`config.mk`:
```
export PLATFORM = sky130hd
export DESIGN_NAME = moore_pattern_gen
export DESIGN_NICKNAME = d
export VERILOG_FILES = /design/src/rtl/moore_pkg.sv /design/src/rtl/patgen_shreg.sv /design/src/rtl/moore_pattern_gen.sv
export SDC_FILE = /design/constraint.sdc
export NUM_CORES = 1
export LEC_CHECK = 0
export CAP_MARGIN = 20
export CORE_MARGIN = 8
export CORE_UTILIZATION = 45
export DETAILED_ROUTE_END_ITERATION = 16
export PLACE_DENSITY = 0.79
export SLEW_MARGIN = 25
export SYNTH_ARGS = -nofsm -noshare
export SYNTH_HDL_FRONTEND = slang
export SYNTH_SLANG_ARGS = --single-unit
```
`constraint.sdc`:
```
create_clock -name clk -period 2.47 [get_ports clk]
set_input_delay 0.494 -clock clk [delete_from_list [all_inputs] [get_ports clk]]
set_output_delay 0.494 -clock clk [all_outputs]
set_load 0.05 [all_outputs]
```
`src/rtl/moore_pkg.sv`:
```
// ============================================================================
// Module  : moore_pkg
// Purpose : Shared definitions for the Moore-style sequence blocks (pattern
//           generator and detectors): state width and state encodings.
// Ports   : none (package)
// Revision: 1.0 - initial release
// ============================================================================
`default_nettype none

package moore_pkg;

  // State vector width shared by every Moore block in the family.
  localparam int ST_W = 3;

  localparam logic [ST_W-1:0] ST_IDLE  = 3'd0;
  localparam logic [ST_W-1:0] ST_SHIFT = 3'd1;
  localparam logic [ST_W-1:0] ST_GAP   = 3'd2;
  localparam logic [ST_W-1:0] ST_DONE  = 3'd3;

  // Encodings 4..7 are unused; the FSMs recover from them to IDLE.
  typedef enum logic [ST_W-1:0] {
    IDLE  = ST_IDLE,
    SHIFT = ST_SHIFT,
    GAP   = ST_GAP,
    DONE  = ST_DONE
  } state_t;

endpackage

`default_nettype wire

```
`src/rtl/patgen_shreg.sv`:
```
// ============================================================================
// Module  : patgen_shreg
// Purpose : PAT_W-bit loadable left-shift register feeding the serial output
//           of the pattern generator. Load has priority over shift; zeros
//           are shifted in at the LSB.
// Ports   : clk   - rising-edge clock
//           rst   - asynchronous active-high reset (clears the register)
//           load  - load din on the next edge
//           shift - shift left by one on the next edge (when not loading)
//           din   - parallel load data
//           msb   - current most significant bit
// Revision: 1.0 - initial release
// ============================================================================
`default_nettype none

module patgen_shreg #(
  parameter int PAT_W = 4
) (
  input  logic             clk,
  input  logic             rst,
  input  logic             load,
  input  logic             shift,
  input  logic [PAT_W-1:0] din,
  output logic             msb
);

  logic [PAT_W-1:0] shreg;

  always_ff @(posedge clk or posedge rst) begin
    if (rst) begin
      shreg <= '0;
    end else if (load) begin
      shreg <= din;
    end else if (shift) begin
      shreg <= {shreg[PAT_W-2:0], 1'b0};
    end
  end

  assign msb = shreg[PAT_W-1];

endmodule

`default_nettype wire

```
`src/rtl/moore_pattern_gen.sv`:
```
// ============================================================================
// Module  : moore_pattern_gen
// Purpose : Serial pattern transmitter. On an accepted start it latches a
//           PAT_W-bit pattern and shifts it out MSB-first, max(reps,1) times,
//           optionally separated by 'gap' idle cycles.
// Config  : PATGEN_GAP_EN - when defined, the GAP state and the gap input are
//           active; when undefined, repetitions are always back-to-back, the
//           gap input is ignored and encoding 2 is illegal.
// Ports   : clk     - rising-edge clock
//           rst     - asynchronous active-high reset
//           start   - transfer request, sampled only in IDLE
//           pattern - bits to send (MSB first), latched on accepted start
//           reps    - number of passes (0 behaves as 1), latched on start
//           gap     - idle cycles between passes, latched on start
//           q       - serial data, 0 whenever valid=0
//           valid   - q carries a pattern bit
//           busy    - high in SHIFT, GAP and DONE
//           done    - one-cycle pulse after the final bit
//           pst     - present state
//           nst     - next state (combinational)
// Revision: 1.0 - initial release
// ============================================================================
`default_nettype none

module moore_pattern_gen
  import moore_pkg::*;
#(
  parameter int PAT_W = 4,
  parameter int CNT_W = 4,
  parameter int GAP_W = 3
) (
  input  logic             clk,
  input  logic             rst,
  input  logic             start,
  input  logic [PAT_W-1:0] pattern,
  input  logic [CNT_W-1:0] reps,
  input  logic [GAP_W-1:0] gap,
  output logic             q,
  output logic             valid,
  output logic             busy,
  output logic             done,
  output logic [ST_W-1:0]  pst,
  output logic [ST_W-1:0]  nst
);

  localparam logic [PAT_W-1:0] BIT_LAST = PAT_W'(PAT_W - 1);
  localparam logic [CNT_W-1:0] REP_ONE  = CNT_W'(1);

  state_t           pst_r;
  state_t           nst_s;
  logic [PAT_W-1:0] pat_copy;
  logic [PAT_W-1:0] bit_cnt;
  logic [CNT_W-1:0] rep_cnt;
  logic [PAT_W-1:0] load_data;
  logic             load;
  logic             shift;
  logic             pass_end;
  logic             more_reps;
  logic             shreg_msb;
  logic             valid_r;
  logic             busy_r;
  logic             done_r;

`ifdef PATGEN_GAP_EN
  logic [GAP_W-1:0] gap_reg;
  logic [GAP_W-1:0] gap_cnt;
`else
  // The gap port stays on the interface but has no function in this build.
  logic unused_gap;
  assign unused_gap = ^gap;
`endif

  // --------------------------------------------------------------------------
  // Next-state and datapath control
  // --------------------------------------------------------------------------
  always_comb begin
    nst_s     = IDLE;
    load      = 1'b0;
    shift     = 1'b0;
    pass_end  = 1'b0;
    load_data = pat_copy;
    // rep_cnt still holds the current pass; >1 means another pass follows.
    more_reps = (rep_cnt > REP_ONE);
    case (pst_r)
      IDLE: begin
        if (start) begin
          nst_s     = SHIFT;
          load      = 1'b1;
          load_data = pattern;
        end
      end
      SHIFT: begin
        if (bit_cnt == BIT_LAST) begin
          pass_end = 1'b1;
          if (more_reps) begin
`ifdef PATGEN_GAP_EN
            if (gap_reg != '0) begin
              nst_s = GAP;
            end else begin
              nst_s = SHIFT;
              load  = 1'b1;
            end
`else
            nst_s = SHIFT;
            load  = 1'b1;
`endif
          end else begin
            nst_s = DONE;
          end
        end else begin
          nst_s = SHIFT;
          shift = 1'b1;
        end
      end
`ifdef PATGEN_GAP_EN
      GAP: begin
        // gap_cnt counts cycles already spent in GAP; the last one reloads.
        if (gap_cnt == (gap_reg - GAP_W'(1))) begin
          nst_s = SHIFT;
          load  = 1'b1;
        end else begin
          nst_s = GAP;
        end
      end
`endif
      DONE: begin
        nst_s = IDLE;
      end
      default: begin
        nst_s = IDLE;
      end
    endcase
  end

  // --------------------------------------------------------------------------
  // State, counters and registered Moore outputs
  // --------------------------------------------------------------------------
  always_ff @(posedge clk or posedge rst) begin
    if (rst) begin
      pst_r    <= IDLE;
      pat_copy <= '0;
      bit_cnt  <= '0;
      rep_cnt  <= '0;
      valid_r  <= 1'b0;
      busy_r   <= 1'b0;
      done_r   <= 1'b0;
`ifdef PATGEN_GAP_EN
      gap_reg  <= '0;
      gap_cnt  <= '0;
`endif
    end else begin
      pst_r <= nst_s;

      if (pst_r == IDLE && start) begin
        pat_copy <= pattern;
        rep_cnt  <= (reps == '0) ? REP_ONE : reps;
`ifdef PATGEN_GAP_EN
        gap_reg  <= gap;
`endif
      end else if (pass_end) begin
        rep_cnt <= rep_cnt - REP_ONE;
      end

      if (load) begin
        bit_cnt <= '0;
      end else if (shift) begin
        bit_cnt <= bit_cnt + PAT_W'(1);
      end

`ifdef PATGEN_GAP_EN
      if (pst_r == GAP) begin
        gap_cnt <= gap_cnt + GAP_W'(1);
      end else begin
        gap_cnt <= '0;
      end
`endif

      // Outputs are registered from the state being entered, so they line
      // up with pst and never depend combinationally on start.
      valid_r <= (nst_s == SHIFT);
      busy_r  <= (nst_s == SHIFT) || (nst_s == GAP) || (nst_s == DONE);
      done_r  <= (nst_s == DONE);
    end
  end

  patgen_shreg #(
    .PAT_W (PAT_W)
  ) u_shreg (
    .clk   (clk),
    .rst   (rst),
    .load  (load),
    .shift (shift),
    .din   (load_data),
    .msb   (shreg_msb)
  );

  // q is gated by the registered valid so it is 0 outside SHIFT.
  assign q     = valid_r & shreg_msb;
  assign valid = valid_r;
  assign busy  = busy_r;
  assign done  = done_r;
  assign pst   = pst_r;
  assign nst   = nst_s;

endmodule

`default_nettype wire

```
==> flow_summary_export.csv <==
group,metric,value,unit
synthesis,synth_seq_cells,21,
cts,ctsResizeCount,0,
worst_hold_path,min_path_type,"reg2reg",
grt,grt_pass1_wl,3430,microns
critical_path,critPathLaunchType,"flop",
critical_path,crit_arrival,1.78,ns
floorplan,die_x,63.8,microns
flow_run,maxCapViolations,0,
synthesis,ys.flop_type,"dfrtp_1",
critical_path,required,1.98,ns
drt,viasPerCell,5.16,
placement,io_buffers,18,
grt,grt_max_degree,22,
timing,hold_viol,0,
synthesis,ys_types,35,
drt,drt_iter0_drc,9,
layout,areaGrowthSynthToFinish,24.7,%
grt,grt_pass1_vias,768,
timing,rsz0062_at_grt,"no",
cts,htree_num_levels,1,
grt,grt.busiest_layer,"met2",
layout,final_nets,125,
floorplan,start_util,46.9,%
critical_path,r2r_slack,0.60,ns
drt,wire_per_inst,14.6,microns
synthesis,synth_area_per_cell,11.9,sq um
timing,skew,0.00285,ns
timing,period_share,92.1,%
drt,drtAntennaViolNets,0,
power,p_per_area,1140,mW/mm^2
timing,tightest_slew,0.768,ns
floorplan,die_area,0.00407,sq mm
grt,overflow,0,
synthesis,async_flop_share,100,%
grt,grtUsageMet2,19.2,%
critical_path,r2r_end,"u_shreg.shreg[2]$_DFFE_PP0P_",
synthesis,synth_cells,86,
timing,tns,0,ns
grt,grt_use_total,10.4,%
cts,postCtsSetupBuffers,0,
placement,place.gp.congestion,0.812,
drt,vias,696,
grt,met3_usage,2.79,%
run_status,status,"finished clean",
layout,fin_util,58.5,%
worst_hold_path,min_from,"pat_copy[0]$_DFFE_PP0N_",
floorplan,dieHeight,63.8,microns
floorplan,core_area,0.00219,sq mm
critical_path,path_class,"reg2out",
drt,drcViolationCount,0,
power,fin_total_pwr,1.46,mW
worst_hold_path,holdPathStages,1,
critical_path,r2r_cells,5,
layout,layout-drive-gt1-share,23.4,%
critical_path,crit-reg2reg-launch,"bit_cnt[0]$_DFFE_PP0P_",
cts,root_buffer,"clkbuf_4",
synthesis,ys.warnings.count,0,
timing,finalCriticalPeriod,2.27,ns
timing,setup_viol,0,
floorplan,rows,17,
floorplan,num_io_pins,24,
power,p_leak,0.580,nW
critical_path,worst-path-max-fanout,10,
drt,wirelength,1970,microns
timing,drv_slew,0,
timing,max_slew_margin,48.7,%
synthesis,seq_area_frac_synth,51.2,%
critical_path,end_kind,"output pin",
timing,max_freq,440,MHz
cts,cts_buffers,3,
placement,dp_hpwl,1560,microns
drt,first_pass_iters,4,
synthesis,synthesis.area,0.00103,sq mm
synthesis,synth_edf_count,0,
worst_hold_path,min_delay_worst_endpoint,"pat_copy[0]$_DFFE_PP0N_",
cts,hold_buffers,0,
grt,grt_use_met1,10.7,%
cts,cts_tree,"done",
grt,antenna_found_initial,0,
cts,clkLatencyLatePin,0.29,ns
cts,clk_pin_slew,0.11,ns
cts,cts.sinks,21,
cts,clockBufferDepth,2,
layout,antenna_cells,0,
power,ir_drop,597,uV
-- cell type report --
type                            instances  area, sq um
Tap cell                               28         35.0
Inverter                                4         15.0
Sequential cell                        21          526
Multi-Input combinational cell         59          472
Fill cell                             179          910
Clock buffer                            4         26.3
Timing Repair Buffer                   19          208
-- cells in the mapped netlist (2+ instances only) --
cell	count	area [sq um]
dfrtp_1	21	526
ha_1	3	37.5
and2_1	2	12.5
nand3_1	2	10.0
mux2_2	10	113
buf_4	2	15.0
nor3_1	3	15.0
inv_1	4	15.0
o21ai_0	3	15.0
a221o_1	2	20.0
mux2i_1	2	20.0
nor2_1	8	30.0
and2b_2	2	17.5
-- sequential cells by signal, indices dropped and copies added (netlist names) --
name	cells
bit_cnt	4
pat_copy	4
rep_cnt	4
u_shreg.shreg	4
pst	2
busy	1
done	1
valid	1
-- layer usage --
layer  vias to the layer above  part of all wire [%]
li1                        338                     -
met1                       338                    42
met2                        16                    52
met3                         4                   4.9
met4                         0                   1.2
met5                         -                     0
-- how the worst max path moves through the flow --
stage | startpoint | to | slack, ns | depth (start not counted)
after detailed placement | start | u_shreg.shreg[3]$_DFFE_PP0P_ | 0.43 | 4
after CTS | bit_cnt[0]$_DFFE_PP0P_ | nst[1] | 0.19 | 5
final | bit_cnt[0]$_DFFE_PP0P_ | nst[1] | 0.20 | 5
after global routing | bit_cnt[0]$_DFFE_PP0P_ | nst[1] | 0.08 | 5
after floorplan | pst[0]$_DFF_PP0_ | nst[0] | 0.52 | 2
after global placement | start | u_shreg.shreg[2]$_DFFE_PP0P_ | 0.44 | 4
-- cells in the final DEF, fill, tap and decap left out, types with 2 or more instances in the layout --
master and instances:
inv_1 4, dfrtp_1 21, and2b_2 2, nand3_1 2, clkdlybuf4s50_1 16, nor3_1 3
mux2_2 10, mux2i_1 2, a221o_1 2, conb_1 2, nor2_1 8, o21ai_0 3
and2_1 2, ha_1 3, clkbuf_4 3, buf_12 2
-- worst max-delay path, stage by stage (launching register included) --
cell and delay [ns]:
dfrtp_1 0.42, ha_1 0.19, nor3b_4 0.31, nand2_4 0.16, and2b_2 0.28, buf_12 0.14
-- kinds of logic after synthesis --
group / synth area share [%]
adder cells (fa/ha/maj): 3.65
AO/OA/AOI/OAI: 6.82
XOR/XNOR: 1.71
other: 0.365
flip-flops: 51.2
AND/OR/NAND/NOR: 17.5
buffers and inverters: 3.29
multiplexers: 15.5
-- report_power, final --
group          internal [mW]  switching (mW)
combinational          0.345           0.380
clock                 0.0628          0.0977
sequential             0.478          0.0948
total                  0.886           0.572
-- through the flow --
| stage | area, sq um | std cells | setup slack (ns) | hold slack, ns |
|---|---|---|---|---|
| finish | 1280 | 135 | 0.196 | 0.509 |
| floorplan | 1030 | 87 | 0.515 | 0.449 |
| CTS | 1280 | 135 | 0.194 | 0.518 |
| global route | 1280 | 135 | 0.0831 | 0.546 |
| detailed placement | 1250 | 131 | 0.431 | 0.492 |
| global placement | 1250 | 131 | 0.443 | 0.470 |
Note: power is estimated with default switching activity, not from simulation.
